`src/rtl/dmem_arbiter.sv`:
```
// -----------------------------------------------------------------------------
// dmem_arbiter
//
// Shares one single-port data memory between the core load/store port (c_*)
// and a debug/loader port (d_*). At most one access is issued per cycle and
// conflicts are resolved round-robin. Read data is steered back to the
// requester that issued the read once the memory latency has elapsed.
//
// Handshake (both requester ports):
//   A requester raises req together with we/addr/wdata and holds them stable
//   until it sees gnt=1. The cycle with gnt=1 is the cycle the access is
//   presented to memory. Dropping req before gnt is legal and leaves no trace.
//   Writes complete on the grant cycle. A granted read returns exactly one
//   rvalid pulse RD_LAT+1 cycles later, with rdata registered alongside it;
//   rvalid has no back-pressure. Responses come back in issue order.
//
// Parameters:
//   DATA_W  data width
//   ADDR_W  word address width
//   RD_LAT  cycles from mem_rd to valid mem_rdata (1..3)
//
// Ports:
//   clk, reset                       clock, async active-high reset
//   c_req/c_we/c_addr/c_wdata        core request
//   c_gnt, c_stall                   core grant, core stall (req & ~gnt)
//   c_rvalid/c_rdata                 core read response
//   d_req/d_we/d_addr/d_wdata        debug request
//   d_gnt, d_rvalid/d_rdata          debug grant and read response
//   mem_wr/mem_rd/mem_addr/mem_wdata memory command (same cycle as grant)
//   mem_rdata                        memory read data, RD_LAT after mem_rd
// -----------------------------------------------------------------------------
module dmem_arbiter #(
  parameter int DATA_W = 32,
  parameter int ADDR_W = 9,
  parameter int RD_LAT = 1
) (
  input  logic              clk,
  input  logic              reset,
  input  logic              c_req,
  input  logic              c_we,
  input  logic [ADDR_W-1:0] c_addr,
  input  logic [DATA_W-1:0] c_wdata,
  output logic              c_gnt,
  output logic              c_rvalid,
  output logic [DATA_W-1:0] c_rdata,
  output logic              c_stall,
  input  logic              d_req,
  input  logic              d_we,
  input  logic [ADDR_W-1:0] d_addr,
  input  logic [DATA_W-1:0] d_wdata,
  output logic              d_gnt,
  output logic              d_rvalid,
  output logic [DATA_W-1:0] d_rdata,
  output logic              mem_wr,
  output logic              mem_rd,
  output logic [ADDR_W-1:0] mem_addr,
  output logic [DATA_W-1:0] mem_wdata,
  input  logic [DATA_W-1:0] mem_rdata
);

  localparam logic OWNER_CORE  = 1'b0;
  localparam logic OWNER_DEBUG = 1'b1;

  // Owner of the most recent granted access; the other port wins a conflict.
  logic last_owner;

  // Arbitration result before reset masking. The flops below only use this
  // when reset is low, so the unmasked form keeps reset out of their data path.
  logic c_pick;
  logic d_pick;
  logic rd_issue;

  // Read tag pipeline: one stage per cycle of memory latency.
  logic [RD_LAT-1:0] tag_v;
  logic [RD_LAT-1:0] tag_o;
  logic              tag_out_v;
  logic              tag_out_o;

  // ---------------------------------------------------------------------------
  // Grant
  // ---------------------------------------------------------------------------
  always_comb begin
    c_pick = 1'b0;
    d_pick = 1'b0;
    if (c_req && d_req) begin
      if (last_owner == OWNER_DEBUG) c_pick = 1'b1;
      else                           d_pick = 1'b1;
    end else if (c_req) begin
      c_pick = 1'b1;
    end else if (d_req) begin
      d_pick = 1'b1;
    end
  end

  // No grant may be visible while reset is held.
  assign c_gnt   = c_pick & ~reset;
  assign d_gnt   = d_pick & ~reset;
  assign c_stall = c_req & ~c_gnt;

  assign rd_issue = (c_pick & ~c_we) | (d_pick & ~d_we);

  // ---------------------------------------------------------------------------
  // Memory command mux: fields of the granted port, all zero when idle.
  // ---------------------------------------------------------------------------
  always_comb begin
    mem_wr    = 1'b0;
    mem_rd    = 1'b0;
    mem_addr  = '0;
    mem_wdata = '0;
    if (c_gnt) begin
      mem_wr    = c_we;
      mem_rd    = ~c_we;
      mem_addr  = c_addr;
      mem_wdata = c_wdata;
    end else if (d_gnt) begin
      mem_wr    = d_we;
      mem_rd    = ~d_we;
      mem_addr  = d_addr;
      mem_wdata = d_wdata;
    end
  end

  // ---------------------------------------------------------------------------
  // Round-robin state; held on idle cycles.
  // ---------------------------------------------------------------------------
  always_ff @(posedge clk or posedge reset) begin
    if (reset) begin
      last_owner <= OWNER_DEBUG;
    end else if (c_pick) begin
      last_owner <= OWNER_CORE;
    end else if (d_pick) begin
      last_owner <= OWNER_DEBUG;
    end
  end

  // ---------------------------------------------------------------------------
  // Read tag pipeline. A tag enters on the grant edge and reaches the last
  // stage in the cycle where mem_rdata carries its data.
  // ---------------------------------------------------------------------------
  always_ff @(posedge clk or posedge reset) begin
    if (reset) begin
      tag_v <= '0;
      tag_o <= '0;
    end else begin
      tag_v[0] <= rd_issue;
      tag_o[0] <= d_pick;
      for (int i = 1; i < RD_LAT; i++) begin
        tag_v[i] <= tag_v[i-1];
        tag_o[i] <= tag_o[i-1];
      end
    end
  end

  assign tag_out_v = tag_v[RD_LAT-1];
  assign tag_out_o = tag_o[RD_LAT-1];

  // ---------------------------------------------------------------------------
  // Response registers: rdata holds until that owner's next response.
  // ---------------------------------------------------------------------------
  always_ff @(posedge clk or posedge reset) begin
    if (reset) begin
      c_rvalid <= 1'b0;
      d_rvalid <= 1'b0;
      c_rdata  <= '0;
      d_rdata  <= '0;
    end else begin
      c_rvalid <= tag_out_v & (tag_out_o == OWNER_CORE);
      d_rvalid <= tag_out_v & (tag_out_o == OWNER_DEBUG);
      if (tag_out_v && (tag_out_o == OWNER_CORE))  c_rdata <= mem_rdata;
      if (tag_out_v && (tag_out_o == OWNER_DEBUG)) d_rdata <= mem_rdata;
    end
  end

endmodule
```
`config.mk`:
```
export PLATFORM = sky130hd
export DESIGN_NAME = dmem_arbiter
export DESIGN_NICKNAME = d
export VERILOG_FILES = /design/src/rtl/dmem_arbiter.sv
export SDC_FILE = /design/constraint.sdc
export NUM_CORES = 1
export LEC_CHECK = 0
export CORE_MARGIN = 2
export CORE_UTILIZATION = 39
export CTS_CLUSTER_DIAMETER = 40
export DETAILED_ROUTE_END_ITERATION = 12
export GPL_ROUTABILITY_DRIVEN = 0
export PLACE_DENSITY = 0.95
export SLEW_MARGIN = 20
export SYNTH_ARGS = -nofsm -noshare
export SYNTH_HDL_FRONTEND = slang
export SYNTH_SLANG_ARGS = --single-unit
```
`constraint.sdc`:
```
create_clock -name clk -period 8.1 [get_ports clk]
set_input_delay 1.62 -clock clk [delete_from_list [all_inputs] [get_ports clk]]
set_output_delay 1.62 -clock clk [all_outputs]
set_load 0.05 [all_outputs]
```
* Word level (Yosys, flattened, before mapping)
Index checks and enable logic that the tools add are counted.
** Word-level totals
- Input bits :: 120
- Register bits :: 69
- Logic and storage cells :: 41
- Output and inout port bits :: 112
** Operators by class
- Bitwise logic cells :: 13
- Reduce and logical (&&, ||, !) cells :: 4
- Multiplexer cells :: 17
** Operators by type and width (number)
- 32-bit two-way mux :: 2
- 9-bit two-way mux :: 2
- 1-bit two-way mux :: 13
- 1-bit AND :: 7
- 1-bit NOT :: 5
- 1-bit logical AND :: 3
- 2-bit nonzero test :: 1
- 1-bit bitwise OR :: 1

* Longest topological paths before layout
Gate-level depths: netlist of run 1.
- Depth in word-level cells :: 6
- Mapped depth :: 7
- Gate-level depth less buffers :: 5

* Worst setup path after synthesis of run 1
Ideal clock, no wire load.
- Path type :: input to output
- Start :: in reset
- End :: out c_stall
- Path slack :: 2.103 ns
- Cell stages on the path :: 3
- Data arrival time :: 4.377 ns
- Buffers on the path :: 1
- Path through :: buf_2 inv_1 a21boi_0
** On the way
- Word-level cells in the longest chain between the ends :: 4
** RTL lines
- from (decl) :: RTL line 38 : input logic reset,
- 1-bit NOT :: RTL line 96 : assign c_gnt = c_pick & ~reset;
- 1-bit AND :: RTL line 96
- 1-bit NOT :: RTL line 98 : assign c_stall = c_req & ~c_gnt;
- 1-bit AND :: RTL line 98
- to (decl) :: RTL line 46 : output logic c_stall,
No other way between the ends.

* Worst setup path after layout of run 1
- Start :: in c_req
- End :: out mem_wdata[15]
** On the way
- Word-level cells in the longest chain between the ends :: 5
** RTL lines
- from (decl) :: RTL line 39 : input logic c_req,
- 1-bit two-way mux or 1-bit logical AND (tied branches) :: RTL line 88, 85
- 1-bit two-way mux :: RTL line 85 : if (c_req && d_req) begin
- 1-bit AND :: RTL line 97 : assign d_gnt = d_pick & ~reset;
- 32-bit two-way mux :: RTL line 115 : end else if (d_gnt) begin
- 32-bit two-way mux (*) :: RTL line 110 : if (c_gnt) begin
- to (decl) :: RTL line 57 : output logic [DATA_W-1:0] mem_wdata,
Every way passes the cells marked *; elsewhere a longest branch is shown, timed or not.

==> results of run 1 <==
==> metrics by stage <==
step / instance area [um^2] / utilization [%] / power (mW) / setup WS [ns]
finish: 5870 / 68.0 / 1.61 / 2.09
global route: 5870 / 68.0 / 1.67 / 1.92
CTS: 5870 / 68.0 / 1.62 / 2.14
detailed placement: 5670 / 65.6 / 1.33 / 2.14
global placement: 5670 / 65.6 / 1.31 / 2.22
floorplan: 3430 / - / 1.03 / 2.10
==> registers in the layout (all words and copies together), names as in the netlist <==
register,count
c_rdata,32
d_rdata,32
c_rvalid,1
d_rvalid,1
last_owner,1
tag_o,1
tag_out_v,1
==> layer usage <==
| metal | vias up | routed length (um) | share of wire (%) | track usage (%) |
|---|---|---|---|---|
| li1 | 1404 | - | - | - |
| met1 | 1491 | 3900 | 37 | 23.6 |
| met2 | 179 | 5490 | 53 | 38.3 |
| met3 | 23 | 756 | 7.2 | 5.30 |
| met4 | 0 | 298 | 2.9 | 8.33 |
| met5 | - | 0 | 0 | 0 |
==> worst paths after layout <==
| path | start | endpoint | slack [ns] | depth (start not counted) |
|---|---|---|---|---|
| worst max register to register | tag_out_v$_DFF_PP0_ | d_rdata[13]$_DFFE_PP0P_ | 6.48 | 2 |
| worst max-delay path | c_req | mem_wdata[15] | 2.09 | 8 |
| worst min-delay path | d_rdata[22]$_DFFE_PP0P_ | d_rdata[22]$_DFFE_PP0P_ | 0.51 | 1 |
| worst min register to register | d_rdata[22]$_DFFE_PP0P_ | d_rdata[22]$_DFFE_PP0P_ | 0.51 | 1 |
| max in group asynchronous | reset | d_rdata[13]$_DFFE_PP0P_ | 5.37 | 4 |
| min in group asynchronous | reset | tag_out_v$_DFF_PP0_ | 2.18 | 4 |
==> worst reg2reg max path, stage by stage (launching register included) <==
cell and delay [ns]:
dfrtp_1 0.42, nand2_2 0.65, mux2_2 0.43
==> layout make-up <==
cell class,instances,area [um^2]
well taps,108,135
clock buffers,11,141
clock inverters,5,60.1
fillers,595,2770
flip-flops and latches,69,1730
inverters,7,28.8
repair buffers,235,2340
multi-input cells,160,1430
==> cell usage after synthesis <==
cell type	count	area, um^2
a21boi_0	1	7.51
a32oi_1	43	377
buf_1	1	3.75
buf_12	3	60.1
buf_2	1	5.00
buf_4	2	15.0
buf_6	12	135
clkbuf_1	7	26.3
dfrtp_1	68	1700
dfstp_2	1	26.3
inv_1	6	22.5
inv_4	1	6.26
mux2_2	35	394
mux2_4	29	435
nand2_1	1	3.75
nand2_2	3	18.8
nand2b_1	1	6.26
nand2b_4	1	13.8
nor2_1	45	169
o21a_1	1	7.51
==> power breakdown <==
group	total (mW)	internal [mW]	switching, mW	leakage [nW]
Sequential	0.485	0.435	0.0503	0.808
Combinational	0.838	0.329	0.509	1.53
Clock	0.282	0.151	0.131	0.0995
Total	1.61	0.915	0.690	2.44
==> cells by family (layout without fill, tap and decap cells) <==
kind of cell           Yosys count  after routing
AND/OR/NAND/NOR                 51             51
multiplexers                    64             64
buffers and inverters           33            258
flip-flops                      69             69
AO/OA/AOI/OAI                   45             45
==> impl_metrics.ini, run 1 <==
[outcome]
status = complete, no violations

[layout]
drive_above_1_share_pct = 18.5
nNetsFinal = 602
mostFrequentLayoutCells = clkdlybuf4s50_1, dfrtp_1, nor2_1, a32oi_1, mux2_2
syn2layout_area_growth_pct = 70.9
n_antenna_cell = 0
finalNonFillerCells = 595
layout_commonest_cell = clkdlybuf4s50_1

[timing]
holdWs_ns = 0.506
rsz0062_at_grt = false
maxSlewHeadroom_pct = 42.7
slew_viol_final = 0
period_needed_ns = 6.01
tightest_slew_ns = 0.857
hold_viol = 0
fin_tns_setup_ns = 0
finClkSkew_ns = 0.0112
setup_viol = 0
fin_crit_sh_pct = 74.2
clock.fmax_mhz = 166

[setup_path]
worstSetupPathType = in2out
cp_cell_sequence = clkdlybuf4s50_1 > buf_4 > nand2_2 > nand2_2 > inv_4 > a32oi_1 > nor2_1 > clkdlybuf4s50_1
crit_buf_inv = 4
start_kind = primary input
critPathMaxStageDelay_ns = 0.81
worstPathMaxFanout = 44
cp.arrival_ns = 4.39
slowest_stage = clkdlybuf4s50_1
path_delay_family = buffers and inverters
crit_required_ns = 6.48
end_kind = primary output

[clocking]
clock_sinks = 69
cts_tree = built
cts-root-buf = clkbuf_8
holdBufCountCts = 0
clk_pin_slew_worst_paths_ns = 0.07
h-tree-depth = 3
postCtsSetupRepairBufs = 0
post_cts_resized = 0
worstSkewPairLatency_ns = 0.34
cts_buffers = 9
cts_buffer_depth = 2

[synth]
avgSynthCellArea_um2 = 13.1
synth_fa_ha_area_share_pct = 0
ys_seq_area_share_pct = 50.3
synth-seq-cells = 69
synthesis.area_mm2 = 0.00343
synthDistinctLibCells = 20
synth_compound_area_share_pct = 11.4
yosysWarnings = 0
syn_inst = 262
synth-xor-area-share_pct = 0
yosys.area_share.simple_pct = 6.16
synth_fp_nets = 382
synth_top_family_by_area = multiplexers
synth_mux_area_share_pct = 24.2

[power_and_ir_drop]
peakVddDrop_uv = 109
p_per_area_mw_per_mm2 = 274
leakagePower_nw = 2.44

[place]
port_buffers = 231
dpl.hpwl_um = 7960
dp.cells = 579

[route]
ant_nets = 0
vias = 3097
drc = 0
dr.pass1.iters = 4
drt-wirelength-per-cell_um = 17.5
drtIter0Drc = 118
vias_per_cell = 5.21
totalWireLength_um = 10400

[die]
dieWidth_um = 97.8
io_pins = 232
placementRows = 34
die_h_um = 97.8
start_util_pct = 39.8
core_area_mm2 = 0.00864
die_area_mm2 = 0.00957

[grt]
grt_max_degree = 70
grt_pass1_vias = 3161
grt_pass1_wl_um = 16000
grt_usage_pct = 21.1
antenna_found_initial = 0
overflow = 0

[run]
cap_violations = 0

[worst_hold_path]
hold_class = reg2reg
No activity file was read; power rests on OpenSTA's default activity.
==> inputs of run 2 (changes only) <==
--- a/config.mk
+++ b/config.mk
@@ -6,11 +6,11 @@
 export NUM_CORES = 1
 export LEC_CHECK = 0
 export CORE_MARGIN = 2
-export CORE_UTILIZATION = 39
+export CORE_UTILIZATION = 32
 export CTS_CLUSTER_DIAMETER = 40
 export DETAILED_ROUTE_END_ITERATION = 12
 export GPL_ROUTABILITY_DRIVEN = 0
-export PLACE_DENSITY = 0.95
+export PLACE_DENSITY = 0.85
 export SLEW_MARGIN = 20
 export SYNTH_ARGS = -nofsm -noshare
 export SYNTH_HDL_FRONTEND = slang
==> constraint.sdc (replaced) <==
create_clock -name clk -period 5.1 [get_ports clk]
set_input_delay 1.02 -clock clk [delete_from_list [all_inputs] [get_ports clk]]
set_output_delay 1.02 -clock clk [all_outputs]
set_load 0.05 [all_outputs]
==> run 2 against run 1 <==
Register-to-register slack got worse by 3.0 ns; utilization shrank 8.8 points; flip-flop and latch count unchanged; largest cell class unchanged; power grew 66%; first-iteration DRC count is 42% higher; non-clock buffer count up 1; sequential share of layout area down 1.3 points; clock power is 89% higher; critical path depth down 3; sequential power increased by 59%; setup slack worse by 1.1 ns; die area is 21% higher.
==> impl_metrics.ini, run 2 (same netlist as run 1, synthesis figures left out) <==
[worst_hold_path]
timing.hold.worst_path_depth = 1
min_from = d_rdata[18]$_DFFE_PP0P_
holdPathEnd = d_rdata[18]$_DFFE_PP0P_
hold_class = reg2reg

[die]
placementRows = 37
die_area_mm2 = 0.0116
die_h_um = 108
dieWidth_um = 108
start_util_pct = 33.1
core_area_mm2 = 0.0104
io_pins = 232

[clocking]
cts_buffer_depth = 2
cts-root-buf = clkbuf_8
cts_tree = built
cts_buffers = 9
worstSkewPairLatency_ns = 0.35
holdBufCountCts = 0
postCtsSetupRepairBufs = 0
clk_pin_slew_worst_paths_ns = 0.07
post_cts_resized = 0
clock_sinks = 69
h-tree-depth = 3

[setup_path]
end_kind = primary output
cp.arrival_ns = 3.09
crit_required_ns = 4.08
start_kind = primary input
cp_cell_sequence = clkdlybuf4s50_1 > nand2_2 > nand2_2 > nor2_1 > clkdlybuf4s50_1
worstSetupPathType = in2out
critPathMaxStageDelay_ns = 0.81
worstPathMaxFanout = 20
slowest_stage = clkdlybuf4s50_1
r2r_cells = 2
reg2reg_from = tag_out_v$_DFF_PP0_
r2r_end = d_rdata[17]$_DFFE_PP0P_
regToRegSetupSlack_ns = 3.49

[timing]
setup_viol = 0
period_needed_ns = 4.11
tightest_slew_ns = 0.855
maxSlewHeadroom_pct = 43.0
worst_slack_ns = 0.990
hold_viol = 0
rsz0062_at_grt = false
fin_tns_setup_ns = 0
finClkSkew_ns = 0.0143
slew_viol_final = 0
fin_crit_sh_pct = 80.6
clock.fmax_mhz = 243

[power_and_ir_drop]
p_per_area_mw_per_mm2 = 434
leakagePower_nw = 2.61
peakVddDrop_uv = 248

[route]
ant_nets = 0
vias = 3101
totalWireLength_um = 10500
dr.pass1.iters = 4
drc = 0
vias_per_cell = 4.97
drt-wirelength-per-cell_um = 16.8
drtIter0Drc = 167

[place]
port_buffers = 231
pre_cts_ws_ns = 1.01
dpl.hpwl_um = 7980

[grt]
grt_usage_pct = 17.5
antenna_found_initial = 0
grt_pass1_wl_um = 15800
grt_max_degree = 70
overflow = 0
grt_pass1_vias = 3202

[outcome]
status = complete, no violations

[layout]
drive_above_1_share_pct = 27.7
nNetsFinal = 603
layout_commonest_cell = clkdlybuf4s50_1
syn2layout_area_growth_pct = 78.7
largestRegisters = c_rdata: 32 flops, d_rdata: 32 flops
fill_cells = 832
mostFrequentLayoutCells = clkdlybuf4s50_1, dfrtp_1, nor2_1, a32oi_1, mux2_2
n_antenna_cell = 0

[run]
cap_violations = 0
## run 2: per-stage QoR
step                      util, %  power [mW]  cells  hold WS (ns)  instance area [um^2]
final                        59.2        2.66    624         0.505                  6140
after global routing         59.2        2.77    624         0.517                  6140
after CTS                    59.2        2.69    624         0.508                  6140
after detailed placement     56.9        2.15    608         0.492                  5900
after global placement       56.9        2.12    608         0.487                  5900
after floorplan                 -        1.64    262         0.532                  3430
## run 2: critical path: cells and delay by family
| kind | cells | cell delay, ns |
|---|---|---|
| buffers and inverters | 2 | 1.61 |
| AND/OR/NAND/NOR | 3 | 0.45 |
## run 2: report_power, final
group	switching, mW	internal (mW)	leakage, nW	total (mW)
Sequential	0.0790	0.691	0.808	0.770
Clock	0.207	0.325	0.116	0.532
Combinational	0.816	0.545	1.69	1.36
## run 2: per-layer routing
layer / vias to the layer above / global-route usage (%) / routed length (um)
li1: 1401 / - / -
met1: 1501 / 19.1 / 3820
met2: 173 / 31.7 / 5610
met3: 26 / 4.66 / 743
met4: 0 / 7.42 / 323
met5: - / 0 / 0
## run 2: area by class of cell
class / count / area [um^2] / area share (%)
flip-flops and latches: 69 / 1730 / 28.1
clock buffers: 10 / 128 / 2.08
well taps: 136 / 170 / 2.77
inverters: 7 / 28.8 / 0.469
repair buffers: 236 / 2540 / 41.4
multi-input cells: 160 / 1430 / 23.3
clock inverters: 6 / 111 / 1.81
## run 2: worst max-delay path by stage
stage                      from       to  cells after the start
after global routing      c_req   mem_rd                      7
final                     c_req    d_gnt                      5
after CTS                 c_req    d_gnt                      5
after floorplan           reset  c_stall                      3
after detailed placement  c_req    d_gnt                      5
after global placement    c_req    d_gnt                      5
